--- config.mk ---
export PLATFORM = sky130hd
export DESIGN_NAME = commit_dests
export DESIGN_NICKNAME = d
export VERILOG_FILES = /design/src/rtl/commit_dests.sv
export SDC_FILE = /design/constraint.sdc
export NUM_CORES = 1
export LEC_CHECK = 0
export ABC_AREA = 1
export CORE_MARGIN = 2
export CORE_UTILIZATION = 35
export CTS_CLUSTER_SIZE = 20
export DETAILED_ROUTE_END_ITERATION = 10
export PLACE_DENSITY = 0.59
export SKIP_CTS_REPAIR_TIMING = 1
export SYNTH_ARGS = -nofsm -noshare
export SYNTH_HDL_FRONTEND = slang
export SYNTH_SLANG_ARGS = --single-unit
--- constraint.sdc ---
create_clock -name clk -period 3.15 [get_ports clk]
set_input_delay 0.63 -clock clk [delete_from_list [all_inputs] [get_ports clk]]
set_output_delay 0.63 -clock clk [all_outputs]
set_load 0.01 [all_outputs]
--- src/rtl/commit_dests.sv ---
// Write-back stage: retires dest0 then dest1 of a decoded step into the GPR file,
// and checks memory destinations against the step's write hints.
module commit_dests #(
    parameter logic [31:0] RESET_ESP          = 32'h0000_0000,
    parameter bit          CHECK_UNUSED_HINTS = 1'b1
) (
    input  logic        clk,
    input  logic        rst,
    input  logic        in_valid,
    output logic        in_ready,
    input  logic [1:0]  dest0_kind,
    input  logic [31:0] dest0_sel,
    input  logic [31:0] dest0_val,
    input  logic [1:0]  dest1_kind,
    input  logic [31:0] dest1_sel,
    input  logic [31:0] dest1_val,
    input  logic        reg_1byte,
    input  logic        prefix_operand_16bit,
    input  logic        hint1_is_write,
    input  logic [31:0] hint1_address,
    input  logic [31:0] hint1_data,
    input  logic        hint2_is_write,
    input  logic [31:0] hint2_address,
    input  logic [31:0] hint2_data,
    output logic [31:0] eax,
    output logic [31:0] ecx,
    output logic [31:0] edx,
    output logic [31:0] ebx,
    output logic [31:0] esp,
    output logic [31:0] ebp,
    output logic [31:0] esi,
    output logic [31:0] edi,
    output logic        done,
    output logic        err,
    output logic [2:0]  err_code
);

    typedef enum logic [1:0] {IDLE, D0, D1, FIN} state_t;

    localparam logic [1:0] K_REG = 2'b01;
    localparam logic [1:0] K_MEM = 2'b10;
    localparam logic [1:0] K_BAD = 2'b11;

    state_t state, next_state;

    logic [7:0][31:0] gpr;

    logic [1:0]  k0_q, k1_q;
    logic [31:0] s0_q, s1_q, v0_q, v1_q;
    logic        byte_q, w16_q;
    logic        h1_w_q, h2_w_q, h1_used, h2_used;
    logic [31:0] h1_a_q, h1_d_q, h2_a_q, h2_d_q;

    logic [1:0]  cur_kind;
    logic [31:0] cur_sel, cur_val, mask, old_val, wr_data;
    logic [2:0]  wr_idx;
    logic        reg_we, h1_take, h2_take, m1, m2, ev_err;
    logic [2:0]  ev_code;

    always_comb begin
        next_state = state;
        case (state)
            IDLE:    if (in_valid) next_state = D0;
            D0:      next_state = D1;
            D1:      next_state = FIN;
            default: next_state = IDLE;
        endcase
    end

    assign in_ready = (state == IDLE);
    assign done     = (state == FIN);

    always_comb begin
        cur_kind = (state == D1) ? k1_q : k0_q;
        cur_sel  = (state == D1) ? s1_q : s0_q;
        cur_val  = (state == D1) ? v1_q : v0_q;
        mask     = byte_q ? 32'h0000_00FF : (w16_q ? 32'h0000_FFFF : 32'hFFFF_FFFF);

        // In byte mode selectors 4-7 name AH/CH/DH/BH, i.e. bits [15:8] of regs 0-3.
        wr_idx  = (byte_q && cur_sel[2]) ? {1'b0, cur_sel[1:0]} : cur_sel[2:0];
        old_val = gpr[wr_idx];
        if (byte_q && cur_sel[2])
            wr_data = {old_val[31:16], cur_val[7:0], old_val[7:0]};
        else if (byte_q)
            wr_data = {old_val[31:8], cur_val[7:0]};
        else if (w16_q)
            wr_data = {old_val[31:16], cur_val[15:0]};
        else
            wr_data = cur_val;

        m1 = h1_w_q && !h1_used && (h1_a_q == cur_sel);
        m2 = h2_w_q && !h2_used && (h2_a_q == cur_sel);

        reg_we  = 1'b0;
        h1_take = 1'b0;
        h2_take = 1'b0;
        ev_err  = 1'b0;
        ev_code = 3'd0;

        if (state == D0 || state == D1) begin
            case (cur_kind)
                K_REG: reg_we = 1'b1;
                K_MEM: begin
                    if (m1) begin
                        h1_take = 1'b1;
                        if ((h1_d_q & mask) != (cur_val & mask)) begin
                            ev_err  = 1'b1;
                            ev_code = 3'd3;
                        end
                    end else if (m2) begin
                        h2_take = 1'b1;
                        if ((h2_d_q & mask) != (cur_val & mask)) begin
                            ev_err  = 1'b1;
                            ev_code = 3'd3;
                        end
                    end else begin
                        ev_err  = 1'b1;
                        ev_code = 3'd2;
                    end
                end
                K_BAD: begin
                    ev_err  = 1'b1;
                    ev_code = 3'd1;
                end
                default: ;
            endcase
        end else if (state == FIN && CHECK_UNUSED_HINTS &&
                     ((h1_w_q && !h1_used) || (h2_w_q && !h2_used))) begin
            ev_err  = 1'b1;
            ev_code = 3'd4;
        end
    end

    always_ff @(posedge clk) begin
        if (rst) begin
            state    <= IDLE;
            gpr      <= '0;
            gpr[4]   <= RESET_ESP;
            err      <= 1'b0;
            err_code <= 3'd0;
            k0_q     <= '0;
            k1_q     <= '0;
            s0_q     <= '0;
            s1_q     <= '0;
            v0_q     <= '0;
            v1_q     <= '0;
            byte_q   <= 1'b0;
            w16_q    <= 1'b0;
            h1_w_q   <= 1'b0;
            h2_w_q   <= 1'b0;
            h1_a_q   <= '0;
            h1_d_q   <= '0;
            h2_a_q   <= '0;
            h2_d_q   <= '0;
            h1_used  <= 1'b0;
            h2_used  <= 1'b0;
        end else begin
            state <= next_state;
            if (state == IDLE && in_valid) begin
                k0_q    <= dest0_kind;
                s0_q    <= dest0_sel;
                v0_q    <= dest0_val;
                k1_q    <= dest1_kind;
                s1_q    <= dest1_sel;
                v1_q    <= dest1_val;
                byte_q  <= reg_1byte;
                w16_q   <= prefix_operand_16bit;
                h1_w_q  <= hint1_is_write;
                h1_a_q  <= hint1_address;
                h1_d_q  <= hint1_data;
                h2_w_q  <= hint2_is_write;
                h2_a_q  <= hint2_address;
                h2_d_q  <= hint2_data;
                h1_used <= 1'b0;
                h2_used <= 1'b0;
            end
            if (reg_we)  gpr[wr_idx] <= wr_data;
            if (h1_take) h1_used <= 1'b1;
            if (h2_take) h2_used <= 1'b1;
            // Only the first error is recorded; err stays up until reset.
            if (ev_err && !err) begin
                err      <= 1'b1;
                err_code <= ev_code;
            end
        end
    end

    assign eax = gpr[0];
    assign ecx = gpr[1];
    assign edx = gpr[2];
    assign ebx = gpr[3];
    assign esp = gpr[4];
    assign ebp = gpr[5];
    assign esi = gpr[6];
    assign edi = gpr[7];

endmodule

; ---- After elaboration in Yosys (flattened, before gate mapping)
; Cells that the tools add are included.
[word_totals]
register_bits = 528
latchBits = 0
mem_bits_rw = 0
rom_bits = 0
inputBits = 267
memories = 0
[op_classes]
addsub = 0
multipliers = 0
div_mod_pow = 0
order_cmp = 2
n_eq_ne = 11
shift = 0
mux = 42
n_bitwise = 3
n_reduce_logical = 17
[op_table]
columns = cell, n
row1 = $mux 32, 9
row2 = $bwmux 256, 1
row3 = $and 32x32->32, 3
row4 = $bmux 32 s3, 1
row5 = $demux 32 s3, 1
row6 = $eq 32x32->1, 2
row7 = $ne 32x32->1, 2
row8 = $mux 1, 18
row9 = $mux 3, 5
row10 = $logic_and 1x1->1, 9
row11 = $eq 2x2->1 const B, 4
row12 = $mux 2, 4
row13 = $pmux 2 s3, 1
row14 = $pmux 3 s2, 1
row15 = $eq 2x1->1 const B, 2
row16 = $lt 3x4->1 const B, 1
row17 = $reduce_bool 2->1, 2
row18 = $ge 3x1->1 const B, 1
row19 = $logic_not 1->1, 3
row20 = $logic_not 2->1, 1
row21 = $logic_or 1x1->1, 2
row22 = $ne 2x2->1 const B, 1
row23 = $pmux 1 s2, 1

; ---- Depth between registers and ports, before layout
; Gate-level depths: netlist of run 1.
[depth]
word_depth = 10
depth_mapped = 21
ltp_nobuf = 20

; ---- Least setup slack after synthesis of run 1
; No wires, ideal clock.
[synth_path]
path_type = register to register
startpoint = register state[0]
endpoint = register err_code[1]
setup_time_ns = 0.113
arrival_time_ns = 2.250
slack_ns = 0.787
stages_incl_launch_ff = 20
n_path_buf = 2
period_less_slack_ns = 2.363
cell_sequence = dfxtp_1 -> inv_1 -> ha_1 -> buf_4 -> buf_4 -> or2_2 -> nand3_1 -> nand2_1 -> nand2_1 -> nand2_1 -> nor2_1 -> nand3_1 -> nor2_1 -> nand3_1 -> nand3_1 -> nand3_1 -> nand3_2 -> nand2_1 -> nand2_1 -> nor2_1
[synth_via]
elab_chain_len = 10
[synth_rtl]
columns = element, line
row1 = "start, declared", 44  ; state_t state, next_state;
row2 = "start signal, assigned", 158  ; state <= next_state;
row3 = $eq 2x2->1, --
row4 = $mux 32, 76  ; cur_val = (state == D1) ? v1_q : v0_q;
row5 = $and 32x32->32, "106, 112"
row6 = $ne 32x32->1, 112  ; if ((h2_d_q & mask) != (cur_val & mask)) begin
row7 = $mux 1, 112
row8 = $mux 1, 110  ; end else if (m2) begin
row9 = $mux 1, 104  ; if (m1) begin
row10 = $pmux 1 s2, 101  ; case (cur_kind)
row11 = $mux 1, 100  ; if (state == D0 || state == D1) begin
row12 = $logic_and 1x1->1, 181  ; if (ev_err && !err) begin
row13 = "end signal, assigned", 183  ; err_code <= ev_code;
row14 = "end, declared", 35  ; output logic [2:0] err_code
; Parallel ways exist; a longest one is shown, timed or not.
; A chain may end at the register's enable or synchronous reset.

; ---- Final worst setup path of run 1
[layout_path]
startpoint = register state[0]
endpoint = register gpr (netlist bit ecx[27])
[layout_via]
elab_chain_len = 10
[layout_rtl]
columns = element, line
row1 = $eq 2x2->1, --
row2 = $mux 32, 75  ; cur_sel = (state == D1) ? s1_q : s0_q;
row3 = $logic_and 1x1->1, "80, 82"
row4 = $mux 3, 80  ; wr_idx = (byte_q && cur_sel[2]) ? {1'b0, cur_sel[1:0]} : cur_sel[2:0];
row5 = $bmux 32 s3, 81  ; old_val = gpr[wr_idx];
row6 = $mux 32 (not written as such), 81
row7 = $mux 32, 86  ; else if (w16_q)
row8 = $mux 32, 84  ; else if (byte_q)
row9 = $mux 32, 82  ; if (byte_q && cur_sel[2])
row10 = $bwmux 256, 177  ; if (reg_we) gpr[wr_idx] <= wr_data;
row11 = "end signal, assigned by index", 177
row12 = "end, declared", 46  ; logic [7:0][31:0] gpr;
; Parallel ways exist; a longest one is shown, timed or not. The select of a mux whose other input is x is not followed.

==> results of run 1 <==
==> worst paths after layout <==
path	slack [ps]	endpoint	startpoint	depth (start not counted)
min	450	s0_q[4]	s0_q[4]	2
min reg2reg	450	s0_q[4]	s0_q[4]	2
max reg2reg	250	ecx[27]	state[0]	16
max	250	ecx[27]	state[0]	16
==> through the flow <==
stage	area [um^2]	setup TNS, ps	util
floorplan	24040	0	-
global placement	30410	-224.1	0.4449
detailed placement	30410	-663.4	0.4449
CTS	32510	-792.7	0.4756
global route	32550	-20.28	0.4763
finish	32570	0	0.4765
==> synthesized netlist by cell type (5+ instances only) <==
| master | count |
|---|---|
| nor2_2 | 5 |
| nand4_1 | 40 |
| o21ai_0 | 599 |
| buf_4 | 8 |
| o21ai_1 | 18 |
| buf_1 | 12 |
| a221oi_1 | 32 |
| nand2_1 | 520 |
| clkbuf_1 | 174 |
| o211ai_1 | 32 |
| o22ai_1 | 9 |
| xor2_1 | 7 |
| buf_2 | 28 |
| nor2_1 | 391 |
| nand3_1 | 194 |
| o21bai_1 | 38 |
| nor2_4 | 5 |
| o21a_1 | 8 |
| inv_2 | 9 |
| inv_1 | 500 |
| dfxtp_1 | 528 |
| a21oi_1 | 345 |
==> flip-flops by register name (all words and copies together), names as in the netlist, 3 cells and up <==
register	flops
eax	32
ebp	32
ebx	32
ecx	32
edi	32
edx	32
esi	32
esp	32
h1_a_q	32
h1_d_q	32
h2_a_q	32
h2_d_q	32
s0_q	32
s1_q	32
v0_q	32
v1_q	32
err_code	3
==> worst register-to-register path, delay by kind of cell, from the launching register on <==
| family | cells | cell delay, ps |
|---|---|---|
| and+or+nand+nor | 6 | 1010 |
| buffers and inverters | 5 | 660 |
| DFF | 1 | 320 |
| adders and majority gates | 1 | 250 |
| AOI/OAI and AO/OA | 4 | 630 |
==> cell families after synthesis <==
group,after synthesis
buf+inv,732
xor+xnor,7
flops,528
compound gates,1084
fa+ha+maj,4
simple gates,1163
==> power groups by stage <==
stage	registers (mW)	clock network, mW	logic, mW
CTS	8.58	7.61	11.3
finish	8.58	7.48	11.4
global placement	8.70	0	11.2
detailed placement	8.72	0	11.2
global route	8.71	7.87	12.6
floorplan	8.57	0	7.07
==> area by class of cell <==
type                       instances  area share
tap                              882     0.03389
sequential                       528      0.3246
clock inverter                    19     0.01083
inverter                         509     0.05902
clock buffer                      85     0.05356
antenna                            7   0.0005379
multi-input combinational       2258      0.3299
timing repair buffer             604      0.1877
==> layer usage <==
layer | vias to the layer above | wire [um] | share of wire | track usage
met4 | 24 | 1913 | 0.020 | 0.06210
met5 | - | 166 | 0.0017 | 0
met2 | 934 | 45830 | 0.48 | 0.4449
li1 | 12360 | - | - | -
met1 | 11290 | 41140 | 0.43 | 0.3406
met3 | 122 | 7031 | 0.073 | 0.04834
==> implementation parameters, run 1 <==
Parameter                              Value

Route
  Via count ... ~25000
  Routed Antenna Nets ... 0
  Vias per Instance ... around 5.1
  Wire length per cell after detailed routing ... about 20 um
  Total wirelength of the detailed-routed design ... slightly below 100000 um
  Number of DRC violations after detailed routing ... 0
  First-pass detailed-route iteration total ... 5
  DRT iter0 DRCs ... 2186

Finish
  Signed area change from the synthesized netlist to the final layout ... 35.44%
  Area taken by flip-flops and latches ... 10570 um^2
  Fraction of final layout cells with drive strength greater than 1 ... 0.05246
  # fillers ... about 7000
  Final cell count without fillers ... between 4000 and 5000
  Multi-input logic area ... roughly 11000 um^2
  Commonest non-fill, non-tap cell in the layout ... o21ai_0
  Most used cells in the layout excluding fill and tap cells ... 598 x o21ai_0, 528 x dfxtp_1, 527 x clkdlybuf4s50_1
  Final net count ... about 4200

Logic synthesis
  Synth Area in Adders ... 0.002081
  Portion of the post-synthesis area used by sequential elements ... 0.4396
  Simple-gate share of the synthesized area ... 0.1989
  Compound-cell area share of the yosys netlist ... 0.2396
  Number of standard cells after synthesis ... roughly 3500
  Synth Flop Type ... dfxtp_1
  Top cells by area in the synthesized netlist ... dfxtp_1 44%, o21ai_0 12%, nand2_1 8.1%
  Mean instance size in the synthesized netlist ... slightly below 7 um^2
  Largest family of logic cells by synthesized area ... compound AO/OA/AOI/OAI gates
  Unique masters post-synth ... 32
  Count of synthesis-stage warnings from yosys ... 0
  Xor and xnor area share after synthesis ... 0.002550
  Mapped Area ... between 20000 and 25000 um^2
  Fraction of synthesized cell area taken by the top area cell type ... 0.4396
  Proportion of synthesized area in mux cells ... 0
  Total of flip-flops plus latches after synthesis ... 528
  Cell taking the most area after synthesis ... dfxtp_1
  Post-synth EDFFs ... 0
  Syn nets ... between 3000 and 4000
  Async set-reset flop share out of synthesis ... 0

Power and ir drop
  Clock network power share ... 0.273
  Design internal power ... approximately 16 mW
  Proportion of power drawn by combinational gates ... 0.414
  Sw frac ... 0.4114
  Part of the power in registers ... 0.313
  Power per cell area ... 842.3 nW/um^2
  NetSw ... around 11 mW
  Sum of internal, switching and leakage power ... around 27 mW
  LEAKAGE ... 14.22 nW
  Peak VDD IR ... around 0.56 mV

Timing
  Post-route worst hold slack ... around 450 ps
  Maximum clock frequency ... approximately 350 MHz
  Final setup slack of the worst path ... 253.3 ps
  Final slew viol count ... 0
  Final number of hold-violating endpoints ... 0
  Final period util ... 0.9196
  Worst Tran Pin Value ... between 900 and 1000 ps
  Worst setup skew after layout ... ~15 ps
  Unrepaired setup endpoints after global routing ... true
  Final Critical Period ... around 2900 ps
  Max_slew headroom ... 0.3824
  Final number of setup-violating endpoints ... 0

Floorplanning
  Core Footprint ... 68350 um^2
  Initial cell density of the core ... 0.3518
  Die area ... 70810 um^2
  Die height ... 266.1 um
  Count of boundary I/O pins ... approximately 530
  Row Count ... 96
  Horizontal extent of the die ... around 270 um

Placement
  Inst Count DP ... roughly 4800
  GP Congestion ... 0.9103
  Number of I/O port buffers ... approximately 530
  Final HPWL from detailed placement ... 71560 um
  Placement Setup Slack ... -91.45 ps

Critical path
  Critical Path, Cell by Cell ... inv_1, ha_4, inv_2, nand2_1, nand2_2, nor2_4, inv_2, nor2_4, inv_2, o21ai_0, a221oi_1, o21ai_1, nand2_1, nand2_1, o21ai_0, inv_1
  Arrival time at the worst endpoint ... between 3000 and 4000 ps
  Dominant delay contributor by cell family on the critical path ... simple AND/OR/NAND/NOR gates
  Maximum single-stage delay on the critical path ... about 360 ps
  Total buffers and inverters traversed by the critical path ... 5
  Kind of critical path ... flip-flop to flip-flop
  Worst EP required ... 3710 ps
  Category of the worst setup path capture point ... flip-flop
  Maximum net fanout on the critical path ... 12
  Critical-path cell with the highest stage delay ... nor2_4
  Worst setup SP type ... flip-flop

Min path
  Class of the tightest hold or removal check ... flip-flop to flip-flop

Global route
  Remaining global-route overflow ... 0
  Wire length of the first global-routing pass ... 140700 um
  Vias in the first global route ... around 23000
  Tot GR Track Use ... 0.2610
  Number of antenna violations at the first check in global routing ... 20
  Largest net degree at the start of global routing ... 128

Clock network
  Clock network latency to the later pin of the worst-skew pair ... 610 ps
  CTS tree ... done
  H-tree levels ... 2
  Number of buffers added by the clock tree synthesis step ... 57
  Max Buffers Root-to-Sink ... 3
  Worst-path clk slew ... approximately 60 ps
  CTS sink cnt ... approximately 530
  Clock root cell ... clkbuf_16

Outcome
  Result of the run ... finished clean

Job
  Maxcap violations ... 0
Note: power is estimated with default switching activity, not from simulation.
==> run 2: changes to the inputs <==
--- a/config.mk
+++ b/config.mk
@@ -6,6 +6,7 @@
 export NUM_CORES = 1
 export LEC_CHECK = 0
 export ABC_AREA = 1
+export CORE_ASPECT_RATIO = 0.5
 export CORE_MARGIN = 2
 export CORE_UTILIZATION = 35
 export CTS_CLUSTER_SIZE = 20
==> run 2 against run 1 <==
Net effect:
- total power shrank 4.7%
- non-clock buffer count grew 1
- combinational power is essentially flat
- design area shrank 1.6%
- fmax shrank 1.6%
- global-route usage shrank 0.41 points
- worst setup slack lost 46 ps
- sequential share of layout area grew 0.52 points
- routed wire length shrank 1.0%
- largest cell class unchanged
- largest power group unchanged
- highest routed layer is now met4
==> implementation parameters, run 2 (synthesis gave the netlist of run 1 again) <==
Parameter                              Value

Timing
  Final number of hold-violating endpoints ... 0 (unchanged)
  Final Critical Period ... 2942 ps (+45.69 ps)
  Final setup slack of the worst path ... 207.6 ps (-45.69 ps)
  Worst setup skew after layout ... 17.81 ps (+2.347 ps)
  Unrepaired setup endpoints after global routing ... true
  Maximum clock frequency ... 339.9 MHz (-1.6%)
  Final number of setup-violating endpoints ... 0 (unchanged)
  Max_slew headroom ... 0.3339 (-0.04856)
  Worst Tran Pin Value ... 992.5 ps (+72.36 ps)
  Final slew viol count ... 0 (unchanged)
  Post-Route Setup TNS ... 0 ps (unchanged)
  Final period util ... 0.9341 (+0.01450)

Finish
  # fillers ... 6696 (-3.7%)
  Final net count ... 4225 (-0.095%)
  Fraction of final layout cells with drive strength greater than 1 ... 0.04987 (-0.002586)
  Most used cells in the layout excluding fill and tap cells ... 596 x o21ai_0, 528 x dfxtp_1, 527 x clkdlybuf4s50_1
  Final cell count without fillers ... 4894 (+0.041%)
  Signed area change from the synthesized netlist to the final layout ... 33.28%
  Layout Utilization ... 0.4749 (-0.001590)
  Commonest non-fill, non-tap cell in the layout ... o21ai_0

Route
  Vias per Instance ... 5.053 (about the same)
  First-pass detailed-route iteration total ... 9 (+4)
  DRT iter0 DRCs ... 2022 (-7.5%)
  Number of DRC violations after detailed routing ... 0 (unchanged)
  Total wirelength of the detailed-routed design ... 95100 um (-1.0%)
  Met2 routed WL ... 47330 um (+3.3%)
  Routed Antenna Nets ... 0 (unchanged)
  Highest metal layer with signal wires ... met4
  Total length of routed met3 wires ... 4838 um (-31%)
  Via count ... 24730 (-0.0040%)
  Wire length per cell after detailed routing ... 19.43 um (-1.1%)
  Post-route met1 wirelength ... 39360 um (-4.3%)

Power and ir drop
  Power per cell area ... 815.9 nW/um^2 (-3.1%)
  Peak VDD IR ... 0.5077 mV (-8.7%)
  LEAKAGE ... 13.98 nW (-1.7%)

Critical path
  Worst reg2reg endpoint ... ecx[0]
  Worst EP required ... 3630 ps (-80 ps)
  Kind of critical path ... flip-flop to flip-flop
  Category of the worst setup path capture point ... flip-flop
  Arrival time at the worst endpoint ... 3420 ps (-40 ps)
  Maximum net fanout on the critical path ... 15 (+3)
  Worst setup SP type ... flip-flop
  Register-to-register setup slack ... 210 ps (-50 ps)
  Start of the worst register-to-register path ... state[0]
  Beginning of the critical path ... state[0]
  Worst reg2reg path depth ... 14 (-2)

Floorplanning
  Horizontal extent of the die ... 374.7 um (+41%)
  Initial cell density of the core ... 0.3563 (+0.004494)
  Count of boundary I/O pins ... 529 (unchanged)
  Die area ... 70940 um^2 (+0.18%)
  Die height ... 189.3 um (-29%)
  Core Footprint ... 67480 um^2 (-1.3%)
  Row Count ... 67 (-30%)

Job
  Maxcap violations ... 0 (unchanged)

Global route
  Number of antenna violations at the first check in global routing ... 7 (-65%)
  Wire length of the first global-routing pass ... 141200 um (+0.35%)
  Largest net degree at the start of global routing ... 128 (unchanged)
  Tot GR Track Use ... 0.2568 (-0.004119)
  Vias in the first global route ... 23380 (+3.7%)
  Remaining global-route overflow ... 0 (unchanged)

Min path
  Hold path start ... s0_q[5]
  Worst hold path depth ... 2 (unchanged)
  Worst hold endpoint ... s0_q[5]
  Class of the tightest hold or removal check ... flip-flop to flip-flop

Clock network
  CTS tree ... done
  Number of buffers added by the clock tree synthesis step ... 51 (-11%)
  Clock root cell ... clkbuf_16
  Clock network latency to the later pin of the worst-skew pair ... 600 ps (about the same)
  H-tree levels ... 2 (unchanged)
  Max Buffers Root-to-Sink ... 3 (unchanged)
  Worst-path clk slew ... 70 ps (about the same)
  CTS sink cnt ... 528 (unchanged)

Outcome
  Result of the run ... finished clean

Placement
  GP Congestion ... 0.9178 (+0.82%)
  Final HPWL from detailed placement ... 69660 um (-2.7%)
  Inst Count DP ... 4796 (+0.31%)
  Number of I/O port buffers ... 528 (unchanged)
  Placement Setup Slack ... 149.9 ps (+241.3 ps)
-- run 2: changes by cell type in the layout (fill, tap and decap cells not counted), moves of 3 or more --
cell and delta:
nor2_2 +3, clkbuf_8 -6, clkbuf_1 +4, o21ai_1 +3, buf_4 +4, clkbuf_16 -6, clkinv_2 +3, buf_12 -6
nand2_2 +3, nand2_1 -3, nor2_4 -3, bufinv_16 -10
-- run 2: power breakdown --
part	internal, mW	total, mW	switching (mW)
combinational	3.69	11.5	7.83
sequential	7.90	8.54	0.639
clock	3.34	6.09	2.75
-- run 2: cell type report --
| cell class | count | area (um^2) | share of cell area |
|---|---|---|---|
| timing repair inverter | 1 | 7.507 | 0.0002343 |
| tap | 897 | 1122 | 0.03502 |
| sequential | 528 | 10570 | 0.3298 |
| multi-input combinational | 2258 | 10750 | 0.3354 |
| clock inverter | 12 | 70.07 | 0.002186 |
| inverter | 509 | 1926 | 0.06009 |
| clock buffer | 77 | 1526 | 0.04763 |
| antenna | 7 | 17.52 | 0.0005466 |
| timing repair buffer | 605 | 6058 | 0.1890 |
-- run 2: worst max path at each step --
stage	end	slack, ps	cells past startpoint
5_1_grt	err_code[0]	-20	19
3_5_place_dp	err_code[1]	150	19
6_report	ecx[0]	210	14
3_3_place_gp	edi[7]	190	13
4_1_cts	edx[7]	130	13
2_1_floorplan	err_code[1]	790	19
-- run 2: stage by stage --
step	cell area [um^2]	hold WS, ps	power (mW)
after detailed placement	30360	441.9	19.99
final	32050	445.6	26.15
after global placement	30360	435.9	19.89
after floorplan	24040	423.7	15.64
after CTS	31950	449.9	26.08
after global routing	32040	465.7	27.88
-- run 2: critical path: stages (launching register included) --
cell        delay (ps)
dfxtp_1            330
inv_1              140
ha_4               230
inv_2              110
nand2_1            100
nand2_2             90
buf_4              210
nor2_4             170
inv_2              160
nor2_1             120
inv_1               50
nor2_2             250
clkinvlp_4         470
o21ai_0            300
inv_1               60
-- run 2: metal layers --
layer	global-route usage	vias up
met5	0	-
met4	0.09569	0
met3	0.03197	178
met2	0.4579	712
met1	0.3173	11550
li1	-	12290
